### config.mk
export PLATFORM = sky130hd
export DESIGN_NAME = posit_result_streamer
export DESIGN_NICKNAME = d
export VERILOG_FILES = /design/src/rtl/posit_stream_pkg.sv /design/src/rtl/posit_result_fifo.sv /design/src/rtl/posit_result_streamer.sv
export SDC_FILE = /design/constraint.sdc
export NUM_CORES = 1
export LEC_CHECK = 0
export BUFFER_PORTS_ARGS = -buffer_cell sky130_fd_sc_hd__buf_2
export CAP_MARGIN = 20
export CORE_AREA = 3 3 111 113
export CTS_CLUSTER_SIZE = 12
export DETAILED_ROUTE_END_ITERATION = 8
export DIE_AREA = 0 0 114 116
export PLACE_DENSITY = 0.7
export SLEW_MARGIN = 20
export SYNTH_ARGS = -nofsm -noshare
export SYNTH_HDL_FRONTEND = slang
export SYNTH_SLANG_ARGS = --single-unit
export TNS_END_PERCENT = 30
### constraint.sdc
create_clock -name clk -period 3.3 [get_ports clk]
set_input_delay 0.66 -clock clk [delete_from_list [all_inputs] [get_ports clk]]
set_output_delay 0.66 -clock clk [all_outputs]
set_load 0.1 [all_outputs]
### src/rtl/posit_stream_pkg.sv
`default_nettype none
// ============================================================================
//  Package     : posit_stream_pkg
//  Description : Shared types and constants for the posit result streamer.
//                Holds the FSM state enum, the FIFO entry type, the number
//                of bytes streamed per result and the default NaR word.
//  Macro       : POSIT_STREAM_STATUS_EN - when defined, a status byte
//                {6'b0, error, zero} precedes each product, and the flags
//                are stored in every FIFO entry.
//  Revision    : 1.0 - initial release
// ============================================================================
package posit_stream_pkg;

  typedef enum logic [0:0] {
    ST_IDLE = 1'b0,
    ST_SEND = 1'b1
  } state_e;

`ifdef POSIT_STREAM_STATUS_EN
  localparam int BYTES_PER_RESULT = 5;

  typedef struct packed {
    logic [31:0] word;
    logic        error;
    logic        zero;
  } entry_t;
`else
  localparam int BYTES_PER_RESULT = 4;

  // Without the status byte the flags only shape the stored word.
  typedef struct packed {
    logic [31:0] word;
  } entry_t;
`endif

  localparam logic [31:0] DEFAULT_NAR_WORD = 32'h8000_0000;

  // Byte index width; covers up to 8 bytes per result.
  localparam int IDX_W = 3;

endpackage : posit_stream_pkg
`default_nettype wire

### src/rtl/posit_result_fifo.sv
`default_nettype none
// ============================================================================
//  Module      : posit_result_fifo
//  Description : Synchronous FIFO of DEPTH result entries. Single clock,
//                asynchronous active-low reset. Pointers wrap modulo DEPTH.
//                The head entry is always visible on rdata_o.
//  Ports       : clk      - clock
//                reset_ni - asynchronous active-low reset
//                push_i   - write wdata_i (ignored when full)
//                wdata_i  - entry to write
//                pop_i    - drop the head entry (ignored when empty)
//                rdata_o  - head entry
//                full_o   - count_o == DEPTH
//                empty_o  - count_o == 0
//                count_o  - number of occupied entries
//  Macro       : POSIT_STREAM_STATUS_EN (via entry_t width)
//  Revision    : 1.0 - initial release
// ============================================================================
module posit_result_fifo
  import posit_stream_pkg::*;
#(
  parameter int DEPTH = 4
) (
  input  logic                     clk,
  input  logic                     reset_ni,
  input  logic                     push_i,
  input  entry_t                   wdata_i,
  input  logic                     pop_i,
  output entry_t                   rdata_o,
  output logic                     full_o,
  output logic                     empty_o,
  output logic [$clog2(DEPTH):0]   count_o
);

  localparam int PTR_W = $clog2(DEPTH);
  localparam int CNT_W = PTR_W + 1;

  entry_t             mem_q [DEPTH];
  logic [PTR_W-1:0]   wr_ptr_q, wr_ptr_d;
  logic [PTR_W-1:0]   rd_ptr_q, rd_ptr_d;
  logic [CNT_W-1:0]   count_q,  count_d;
  logic               wr_en;
  logic               rd_en;

  assign full_o  = (count_q == CNT_W'(DEPTH));
  assign empty_o = (count_q == '0);
  assign count_o = count_q;
  assign rdata_o = mem_q[rd_ptr_q];

  // Guard against overflow/underflow locally so the FIFO is safe on its own.
  assign wr_en = push_i & ~full_o;
  assign rd_en = pop_i  & ~empty_o;

  // DEPTH is a power of two, so the natural pointer wrap is modulo DEPTH.
  always_comb begin
    wr_ptr_d = wr_ptr_q;
    rd_ptr_d = rd_ptr_q;
    count_d  = count_q;
    if (wr_en) wr_ptr_d = wr_ptr_q + 1'b1;
    if (rd_en) rd_ptr_d = rd_ptr_q + 1'b1;
    count_d = count_q + CNT_W'(wr_en) - CNT_W'(rd_en);
  end

  always_ff @(posedge clk or negedge reset_ni) begin
    if (!reset_ni) begin
      wr_ptr_q <= '0;
      rd_ptr_q <= '0;
      count_q  <= '0;
    end else begin
      wr_ptr_q <= wr_ptr_d;
      rd_ptr_q <= rd_ptr_d;
      count_q  <= count_d;
    end
  end

  // Storage needs no reset: an entry is only read after it was written.
  always_ff @(posedge clk) begin
    if (wr_en) mem_q[wr_ptr_q] <= wdata_i;
  end

endmodule : posit_result_fifo
`default_nettype wire

### src/rtl/posit_result_streamer.sv
`default_nettype none
// ============================================================================
//  Module      : posit_result_streamer
//  Description : Captures posit multiplier results (word + error/zero flags)
//                on a valid/ready handshake, buffers them in a FIFO and
//                streams each one MSB-first as bytes on a second valid/ready
//                handshake. Error results are replaced by NAR_WORD, zero
//                results by 32'h0 (error wins over zero).
//  Ports       : clk         - clock, rising edge
//                reset       - asynchronous active-low reset
//                res_valid   - result present
//                res_ready   - result accepted this cycle (FIFO not full)
//                res_product - posit product (ignored when res_error)
//                res_error   - regime overflow/underflow flag
//                res_zero    - zero-operand flag
//                byte_valid  - byte_data valid
//                byte_ready  - consumer accepts a byte
//                byte_data   - current byte, 0 when idle
//                byte_last   - final byte of the current result
//                fill        - occupied FIFO entries
//  Macro       : POSIT_STREAM_STATUS_EN - prepend status byte
//                {6'b0, error, zero} to each result (5 bytes per result).
//  Revision    : 1.0 - initial release
// ============================================================================
module posit_result_streamer
  import posit_stream_pkg::*;
#(
  parameter int          DEPTH    = 4,
  parameter logic [31:0] NAR_WORD = DEFAULT_NAR_WORD
) (
  input  logic                   clk,
  input  logic                   reset,
  input  logic                   res_valid,
  output logic                   res_ready,
  input  logic [31:0]            res_product,
  input  logic                   res_error,
  input  logic                   res_zero,
  output logic                   byte_valid,
  input  logic                   byte_ready,
  output logic [7:0]             byte_data,
  output logic                   byte_last,
  output logic [$clog2(DEPTH):0] fill
);

  localparam int             CNT_W    = $clog2(DEPTH) + 1;
  localparam logic [IDX_W-1:0] LAST_IDX = IDX_W'(BYTES_PER_RESULT - 1);

  state_e           state_q, state_d;
  logic [IDX_W-1:0] idx_q, idx_d;

  entry_t           push_entry;
  entry_t           head_entry;
  logic             push;
  logic             pop;
  logic             fifo_full;
  logic             fifo_empty;
  logic [CNT_W-1:0] fifo_count;
  logic [7:0]       byte_mux;

  // ---------------------------------------------------------------------------
  // Input side: substitution of special words
  // ---------------------------------------------------------------------------
  assign res_ready = ~fifo_full;
  assign push      = res_valid & res_ready;

  always_comb begin
    push_entry = '0;
    if (res_error)     push_entry.word = NAR_WORD;
    else if (res_zero) push_entry.word = 32'h0;
    else               push_entry.word = res_product;
`ifdef POSIT_STREAM_STATUS_EN
    push_entry.error = res_error;
    push_entry.zero  = res_zero;
`endif
  end

  posit_result_fifo #(
    .DEPTH (DEPTH)
  ) u_fifo (
    .clk      (clk),
    .reset_ni (reset),
    .push_i   (push),
    .wdata_i  (push_entry),
    .pop_i    (pop),
    .rdata_o  (head_entry),
    .full_o   (fifo_full),
    .empty_o  (fifo_empty),
    .count_o  (fifo_count)
  );

  assign fill = fifo_count;

  // ---------------------------------------------------------------------------
  // Output FSM
  // ---------------------------------------------------------------------------
  always_ff @(posedge clk or negedge reset) begin
    if (!reset) begin
      state_q <= ST_IDLE;
      idx_q   <= '0;
    end else begin
      state_q <= state_d;
      idx_q   <= idx_d;
    end
  end

  always_comb begin
    state_d = state_q;
    idx_d   = idx_q;
    pop     = 1'b0;
    unique case (state_q)
      ST_IDLE: begin
        idx_d = '0;
        // Entering SEND one edge after the push keeps outputs register-driven.
        if (!fifo_empty) state_d = ST_SEND;
      end
      ST_SEND: begin
        if (byte_ready) begin
          if (idx_q == LAST_IDX) begin
            pop   = 1'b1;
            idx_d = '0;
            // A push landing on the same edge keeps the stream bubble-free.
            if ((fifo_count <= CNT_W'(1)) && !push) state_d = ST_IDLE;
          end else begin
            idx_d = idx_q + 1'b1;
          end
        end
      end
      default: begin
        state_d = ST_IDLE;
        idx_d   = '0;
      end
    endcase
  end

  // ---------------------------------------------------------------------------
  // Byte mux over the head entry
  // ---------------------------------------------------------------------------
  always_comb begin
    byte_mux = 8'h00;
    if (state_q == ST_SEND) begin
      unique case (idx_q)
`ifdef POSIT_STREAM_STATUS_EN
        3'd0:    byte_mux = {6'b0, head_entry.error, head_entry.zero};
        3'd1:    byte_mux = head_entry.word[31:24];
        3'd2:    byte_mux = head_entry.word[23:16];
        3'd3:    byte_mux = head_entry.word[15:8];
        3'd4:    byte_mux = head_entry.word[7:0];
`else
        3'd0:    byte_mux = head_entry.word[31:24];
        3'd1:    byte_mux = head_entry.word[23:16];
        3'd2:    byte_mux = head_entry.word[15:8];
        3'd3:    byte_mux = head_entry.word[7:0];
`endif
        default: byte_mux = 8'h00;
      endcase
    end
  end

  assign byte_valid = (state_q == ST_SEND);
  assign byte_data  = byte_mux;
  assign byte_last  = (state_q == ST_SEND) && (idx_q == LAST_IDX);

endmodule : posit_result_streamer
`default_nettype wire
After elaboration in Yosys (flattened, before gate mapping)
Memory sizes are Yosys's and may differ from the RTL's.
Cells that the tools add are included.
Widths: inputs -> output; s select.

cells by class
  bitwise gates (word level) = 6
  mux-type cells = 17
  reduce and logical (&&, ||, !) cells = 5
  order comparisons = 1
  $add $sub $neg = 5
  equal/unequal tests = 5

operator list
  kind                 count
  $mux 32              2
  $pmux 8 s4           1
  $mux 1               9
  $mux 8               1
  $eq 3x2->1 const B   2
  $logic_not 3->1      2
  $mux 3               2
  $pmux 3 s2           1
  $add 2x1->2 const B  2
  $add 3x1->3          1
  $add 3x1->3 const B  1
  $and 1x1->1          3
  $eq 3x1->1 const B   1
  $eq 3x3->1 const B   1
  $le 3x1->1 const B   1
  $not 1->1            3
  $sub 3x1->3          1
  $logic_and 1x1->1    2
  $ne 2x2->1 const B   1
  $pmux 1 s2           1
  $logic_not 1->1      1

storage, ports and cells
  flip-flop bits (word level) = 11
  memory bits (writable) = 128
  output and inout port bits = 14
  memories kept = 1

memory list
  memory        words  bits a word  rd ports  clocked after Yosys merged registers in  wr ports  RTL line                 RTL
  u_fifo.mem_q  4      32           1         0                                        1         posit_result_fifo.sv:38  entry_t mem_q [DEPTH];

Logic depth before layout (Yosys ltp)
Gate-level depths: netlist of run 1.

  word-level depth = 9
  mapped depth = 8

By module
A second synthesis of run 1 with hierarchy kept.

second synthesis, totals
  cells, all modules = 301
  area, all modules = 5821.8 um^2

modules (own cells, without submodules)
  module                 times used  cells each  area an instance (um^2)  sequential area each (um^2)
  posit_result_fifo      1           209         5138.7                   4018.9
  posit_result_streamer  1           92          683.2                    100.1

Worst setup path after synthesis of run 1
No wires, ideal clock.

  kind = register -> output
  from = register idx_q[0]
  to = output port byte_data[0]
  arrival = 2860 ps
  cell stages (with the launch flop) = 8
  buffers on the path = 1
  data required time = 2640 ps
  slack = -220 ps
  path through = dfrtp_1 inv_1 ha_1 or3b_1 buf_6 o22ai_1 nor3_1 a21oi_1

on the way
  cells in the longest elaborated chain, start to end = 3

ends and longest elaborated chain
  element                                   RTL line                      RTL
  from (decl)                               posit_result_streamer.sv:49   logic [IDX_W-1:0] idx_q, idx_d;
  from (signal assigned)                    posit_result_streamer.sv:102  idx_q <= idx_d;
  $eq 3x2->1, or another cell as far along  posit_result_streamer.sv:141  unique case (idx_q)
  $pmux 8 s4 (*)                            posit_result_streamer.sv:141
  $mux 8 (*)                                posit_result_streamer.sv:140  if (state_q == ST_SEND) begin
  to (decl)                                 posit_result_streamer.sv:40   output logic [7:0] byte_data,

Every way passes the cells marked *; elsewhere a longest branch is shown, timed or not.

Worst setup path after layout of run 1
  from = register idx_q[0]
  to = output port byte_data[3]

Same word-level chain as after synthesis.

==> metrics.txt, run 1 <==
first-pass GRT wire length=18120 µm; setup violators final=0; ANT cells=0; overall die width=between 100 and 150 µm; Mapped Cells=352; Residual DRC=0; Max-slew headroom=just over 40%; setup bufs post-CTS=0; period utilisation layout=~96%; post-synthesis register bit count=roughly 140; setup TNS=0 ns; Worst Skew=between 0.004 and 0.005 ns; Worst Path Required=2.64 ns; drt wl/cell=around 20 µm; mux share of post-synthesis cell area=between 10% and 20%; crit-path cells=inv_1 > ha_1 > or3b_1 > o22ai_1 > nor3_1 > a21oi_2 > buf_4; Clock power frac=roughly a quarter; Net Sw Power=roughly 0.0030 W; top post-synthesis cells by count=edfxtp_1 (128), mux2i_1 (49), and2_1 (33), o22ai_1 (24), ha_1 (12); post-synthesis adder-cell area fraction=between 2 and 3%; top post-synthesis cells by area=edfxtp_1 (65%), mux2i_1 (8.4%), dfrtp_1 (4.7%); CP peak stage delay=between 0.5 and 0.6 ns; DR pass1 iterations=7; WL final=approximately 11000 µm; Final min period=between 3 and 4 ns; critical path arrival=around 2.5 ns; total I/O pin count=52; CTS tree=done; Port Buffers=51; dpl cell area=6282 µm²; clock root buffer master=clkbuf_16; outcome=completed; CP Launch Type=register; Core Footprint=between 10000 and 15000 µm²; Net Sw Frac=40.03%; CTS clk-pin slew, worst paths=0.06 ns; Die Span Y=116 µm; fin cells=570; Crit Path Max Fanout=8; DR vias/cell=roughly 5.5; Pint=roughly 0.0044 W; Worst Tran Pin Value=between 0.8 and 0.9 ns; slowest CP cell=or3b_1; final hold vios=0; Synthesized Nets=roughly 400; Leak=approximately 2.6 nW; Cells after DPL=about 540; Final Slew Violations=0; WP buf/inv=2; most frequent cell after synthesis=edfxtp_1; CTS-repair resized insts=11; RSZ-0062 raised after global routing=false; simple-gate portion of the synthesized area=7.564%; Congestion Overflow GR=0; cell family with most CP delay=simple AND/OR/NAND/NOR gates; Final Power=around 0.0074 W; antenna-violating nets left=0; Vias=around 3100; VDD IR max=slightly below 800 µV; main flop type after synthesis=edfxtp_1; pin count of the biggest net entering global routing=33; Synth Area in Compound Gates=3.878%; worst min path class=in -> async; layout cells sized above 1=26.00%; Avg Inst Size Synth=~17 µm²; logic gate share of total power=between 40 and 50%; maximum capacitance violations=0; clk sinks=139; highest clock rate=~310 MHz; CP Class=reg -> out; starting density of the core=approximately 50%; GRT Overall Usage=approximately a fifth; Clk Latency, worst-skew pair=roughly 0.41 ns; GP Congestion=0.7532; vias in the first global route=~3300; Hold Buf Count CTS=0; area leader, netlist=edfxtp_1; utilization after layout=about three fifths; largest family of logic cells by synthesized area=multiplexers; initial antenna violation count=0; synthesis warning total=0; Synth top area share=between 60 and 70%; area delta synth->final=18.05%; EDFF count, synth=128; Inserted Clock Buffers=17; ys async rst share=7.914%; Distinct cells, synth=38; Critical Path End Type=primary output; Initial DRC Count=between 150 and 200; sequential share of power=between 30% and 40%; post-synthesis xor/xnor area fraction=0.5966%; DP HPWL=7292 µm; H-tree Lvls=4; pwr dens=1069 nW/µm²; register area share after synthesis=around 70%; die area=approximately 13000 µm²; cell area after layout=just under 7000 µm²; Syn Std Cell Area=5872 µm²; # rows=39; nets=465; Clock Path Buffers=2
## metal layers
metal / share of wire [%] / routed length (µm) / track usage [%] / vias to the layer above
li1: - / - / - / 1481
met2: 48 / 5510 / 29.04 / 84
met4: 2.3 / 264 / 7.284 / 0
met5: 0 / 0 / 0 / -
met1: 45 / 5127 / 25.77 / 1563
met3: 4.8 / 544 / 4.491 / 20
## cell type report
type / count / area [µm²]
Multi-Input combinational cell: 186 / 1619
Fill cell: 880 / 4487
Clock inverter: 13 / 175.2
Tap cell: 143 / 178.9
Sequential cell: 139 / 4120
Clock buffer: 19 / 432.9
Inverter: 10 / 37.54
Timing Repair Buffer: 60 / 367.9
## logic make-up (layout without fill, tap and decap cells)
family                   count (synthesis)  count (layout)
AND/OR/NAND/NOR                         74              74
AO/OA/AOI/OAI                           37              37
multiplexers                            58              58
buffers and inverters                   27             102
flip-flops                             139             139
adder cells (fa/ha/maj)                 13              13
XOR/XNOR                                 4               4
## worst register-to-register path: stages, from the launching register on
cell and delay [ns]:
dfrtp_1 0.41, ha_1 0.26, nand4b_1 0.15, nor2_1 0.10
ha_1 0.29, inv_1 0.04, ha_1 0.20, fa_1 0.38
xnor2_1 0.18
## metrics by stage
step | hold WS [ns] | setup WS, ns
after floorplan | 0.3644 | -0.2201
after global placement | 0.5308 | 0.2920
after detailed placement | 0.5445 | 0.2716
after CTS | 0.09968 | 0.02013
after global routing | 0.1098 | 0.0006035
final | 0.1078 | 0.1168
## worst paths after layout
check	start	endpoint	slack, ns	depth (start not counted)
max in group asynchronous	reset	u_fifo.rd_ptr_q[1]$_DFFE_PN0P_	2.96	1
worst min-delay path	reset	u_fifo.wr_ptr_q[0]$_DFFE_PN0P_	0.11	1
worst max register to register	idx_q[0]$_DFFE_PN0P_	u_fifo.count_o[2]$_DFF_PN0_	1.22	8
min in group clk	byte_ready	idx_q[2]$_DFFE_PN0P_	0.50	2
worst max-delay path	idx_q[0]$_DFFE_PN0P_	byte_data[3]	0.12	7
worst min register to register	u_fifo.wr_ptr_q[1]$_DFFE_PN0P_	u_fifo.wr_ptr_q[1]$_DFFE_PN0P_	0.55	1
## power groups by stage
| stage | Combinational (W) | Clock, W | Sequential, W |
|---|---|---|---|
| floorplan | 0.00228 | 0 | 0.00259 |
| global placement | 0.00289 | 0 | 0.00250 |
| detailed placement | 0.00291 | 0 | 0.00251 |
| CTS | 0.00301 | 0.00197 | 0.00248 |
| global route | 0.00316 | 0.00206 | 0.00251 |
| finish | 0.00298 | 0.00195 | 0.00248 |
## sequential cells by signal, indices dropped and copies added (netlist names)
register	cells
idx_q	3
byte_valid	1
u_fifo.mem_q	128
u_fifo.wr_ptr_q	2
u_fifo.rd_ptr_q	2
u_fifo.count_o	3
## cells in the final DEF, fill, tap and decap left out, drive strengths merged
cell,n
nand2b,1
nand3b,4
buf,60
mux4,8
a21oi,9
or4,1
clkbuf,19
nor2b,2
nand2,11
xor2,1
nand4b,1
edfxtp,128
or3b,3
a32oi,1
fa,1
and2,33
inv,10
and3,4
clkinvlp,2
bufinv,4
o21a,1
mux2,1
mux2i,49
ha,12
nor3,9
nor2,3
nor3b,1
o31a,1
a21o,1
xnor2,3
clkinv,7
o22ai,24
dfrtp,11
nand3,1
No activity file was read; power rests on OpenSTA's default activity.
==> inputs of run 2 (changes only) <==
--- a/config.mk
+++ b/config.mk
@@ -11,6 +11,8 @@
 export CTS_CLUSTER_SIZE = 12
 export DETAILED_ROUTE_END_ITERATION = 8
 export DIE_AREA = 0 0 114 116
+export GPL_TIMING_DRIVEN = 0
+export MAX_ROUTING_LAYER = met4
 export PLACE_DENSITY = 0.7
 export SLEW_MARGIN = 20
 export SYNTH_ARGS = -nofsm -noshare
==> run 2 against run 1 <==
Against the previous run:
- final area is 1.5% higher
- total power is 1.9% higher
- critical path depth stayed put
- sequential power is 2% lower
- utilization is 0.89 points higher
- global-route usage is 0.54 points higher
- via count is 1.2% higher
- routed wire length is 0.14% higher
- critical path type unchanged
==> metrics.txt, run 2 (same netlist as run 1, synthesis figures left out) <==
pwr dens=roughly 1100 nW/µm²; nets=between 400 and 500; period utilisation layout=97.46%; Max-slew headroom=around two fifths; overall die width=114 µm; critical path arrival=between 2 and 3 ns; maximum capacitance violations=0; DR pass1 iterations=5; Clock power frac=approximately 25%; Worst Skew=0.01609 ns; Clk Latency, worst-skew pair=between 0.4 and 0.5 ns; DP HPWL=roughly 7500 µm; VDD IR max=approximately 1500 µV; crit-path cells=inv_1 > ha_1 > nand3b_1 > o22ai_1 > nor3_1 > a21oi_2 > buf_4; area delta synth->final=19.77%; Final WS setup=0.08386 ns; CP Launch Type=register; clk sinks=139; Core Footprint=11420 µm²; highest clock rate=slightly above 300 MHz; CTS tree=done; Critical Path End Type=primary output; commonest non-fill, non-tap cells in the layout=edfxtp_1 (128), mux2i_1 (49), buf_2 (46); Worst Path Required=~2.6 ns; CP peak stage delay=about 0.52 ns; first-pass GRT wire length=between 15000 and 20000 µm; Die Span Y=roughly 120 µm; H-tree Lvls=4; initial antenna violation count=0; starting density of the core=51.42%; Pint=approximately 0.0045 W; fin cells=580; Congestion Overflow GR=0; Vias=3187; # rows=39; vias in the first global route=approximately 3300; Leak=around 2.7 nW; DR vias/cell=~5.5; Top reg by flops=u_fifo.mem_q; ANT cells=0; cell family with most CP delay=simple AND/OR/NAND/NOR gates; die area=between 10000 and 15000 µm²; WL final=between 10000 and 15000 µm; Port Buffers=51; leading cell type in the layout, fill and taps excluded=edfxtp_1; Clock Path Buffers=2; CP Class=reg -> out; Net Sw Power=around 0.0030 W; RSZ-0062 raised after global routing=true; total I/O pin count=52; layout cells sized above 1=26.54%; CTS clk-pin slew, worst paths=~0.06 ns; final hold vios=0; antenna-violating nets left=0; slowest CP cell=nor3_1; Inserted Clock Buffers=17; Reg area=4119 µm²; drt wl/cell=between 15 and 20 µm; sequential share of power=approximately 32%; worst min path class=in -> async; pin count of the biggest net entering global routing=33; Crit Path Max Fanout=8; Final Slew Violations=0; setup violators final=0; Final min period=3.216 ns; multi-input logic area=around 1600 µm²; clock root buffer master=clkbuf_16; Residual DRC=0; outcome=completed; GRT Overall Usage=19.21%; logic gate share of total power=a little over two fifths; max FFs per register=between 100 and 150; Cells after DPL=548; GP Congestion=~0.80; Fin Hold WS=roughly 0.10 ns; Worst Tran Pin Value=around 0.89 ns; pre-CTS setup slack=0.3504 ns; Net Sw Frac=roughly two fifths; Initial DRC Count=171; Fill cells=~900; setup bufs post-CTS=0; WP buf/inv=2
[run 2: changes by cell type in the layout (fill, tap and decap cells not counted), sizes merged]
cell,delta
clkinvlp,+1
clkinv,-3
buf,+5
bufinv,-1
clkbuf,+5
inv,+3
[run 2: power by group through the flow]
stage | Clock [W] | Combinational (W) | Sequential (W)
6_report | 0.00190 | 0.00322 | 0.00244
3_3_place_gp | 0 | 0.00302 | 0.00246
2_1_floorplan | 0 | 0.00228 | 0.00259
3_5_place_dp | 0 | 0.00310 | 0.00247
5_1_grt | 0.00199 | 0.00342 | 0.00247
4_1_cts | 0.00191 | 0.00317 | 0.00244
[run 2: area by class of cell]
class / count / area share (%)
well taps: 143 / 2.544
repair buffers: 53 / 4.910
multi-input cells: 186 / 22.88
flip-flops and latches: 139 / 58.57
plain buffers: 17 / 2.064
clock buffers: 19 / 6.155
inverters: 10 / 0.5337
clock inverters: 13 / 2.348
[run 2: stage by stage]
step	setup TNS (ns)	power [W]	cell area, µm²	utilization, %
after floorplan	-9.252	0.004865	5897	-
after global placement	0	0.005482	6331	55.45
after detailed placement	0	0.005570	6381	55.88
after CTS	0	0.007524	6997	61.28
after global routing	-0.01498	0.007878	7033	61.59
final	0	0.007554	7033	61.59
[run 2: final timing paths]
check                      slack [ns]  depth (start not counted)                        endpoint                           start
hold / removal                   0.10                          1  u_fifo.wr_ptr_q[1]$_DFFE_PN0P_                           reset
max in group asynchronous        2.99                          1  u_fifo.rd_ptr_q[1]$_DFFE_PN0P_                           reset
setup reg to reg                 1.24                          8     u_fifo.count_o[2]$_DFF_PN0_            idx_q[0]$_DFFE_PN0P_
setup / recovery                 0.08                          7                    byte_data[3]            idx_q[1]$_DFFE_PN0P_
min in group clk                 0.48                          2            idx_q[2]$_DFFE_PN0P_                      byte_ready
hold reg to reg                  0.58                          1  u_fifo.wr_ptr_q[1]$_DFFE_PN0P_  u_fifo.wr_ptr_q[1]$_DFFE_PN0P_
[run 2: repair_timing]
| action | CTS | global route |
|---|---|---|
| hold buffers | 0 | 0 |
| setup endpoints to repair | 7 | 7 |
| resized for setup | 7 | 10 |
[run 2: metal layers]
| metal | up-vias | routed length (µm) | global-route usage, % |
|---|---|---|---|
| met5 | - | 0 | - |
| met4 | 0 | 137 | 7.126 |
| met3 | 9 | 487 | 3.864 |
| met2 | 68 | 5837 | 31.03 |
| met1 | 1600 | 5002 | 24.28 |
| li1 | 1510 | - | - |
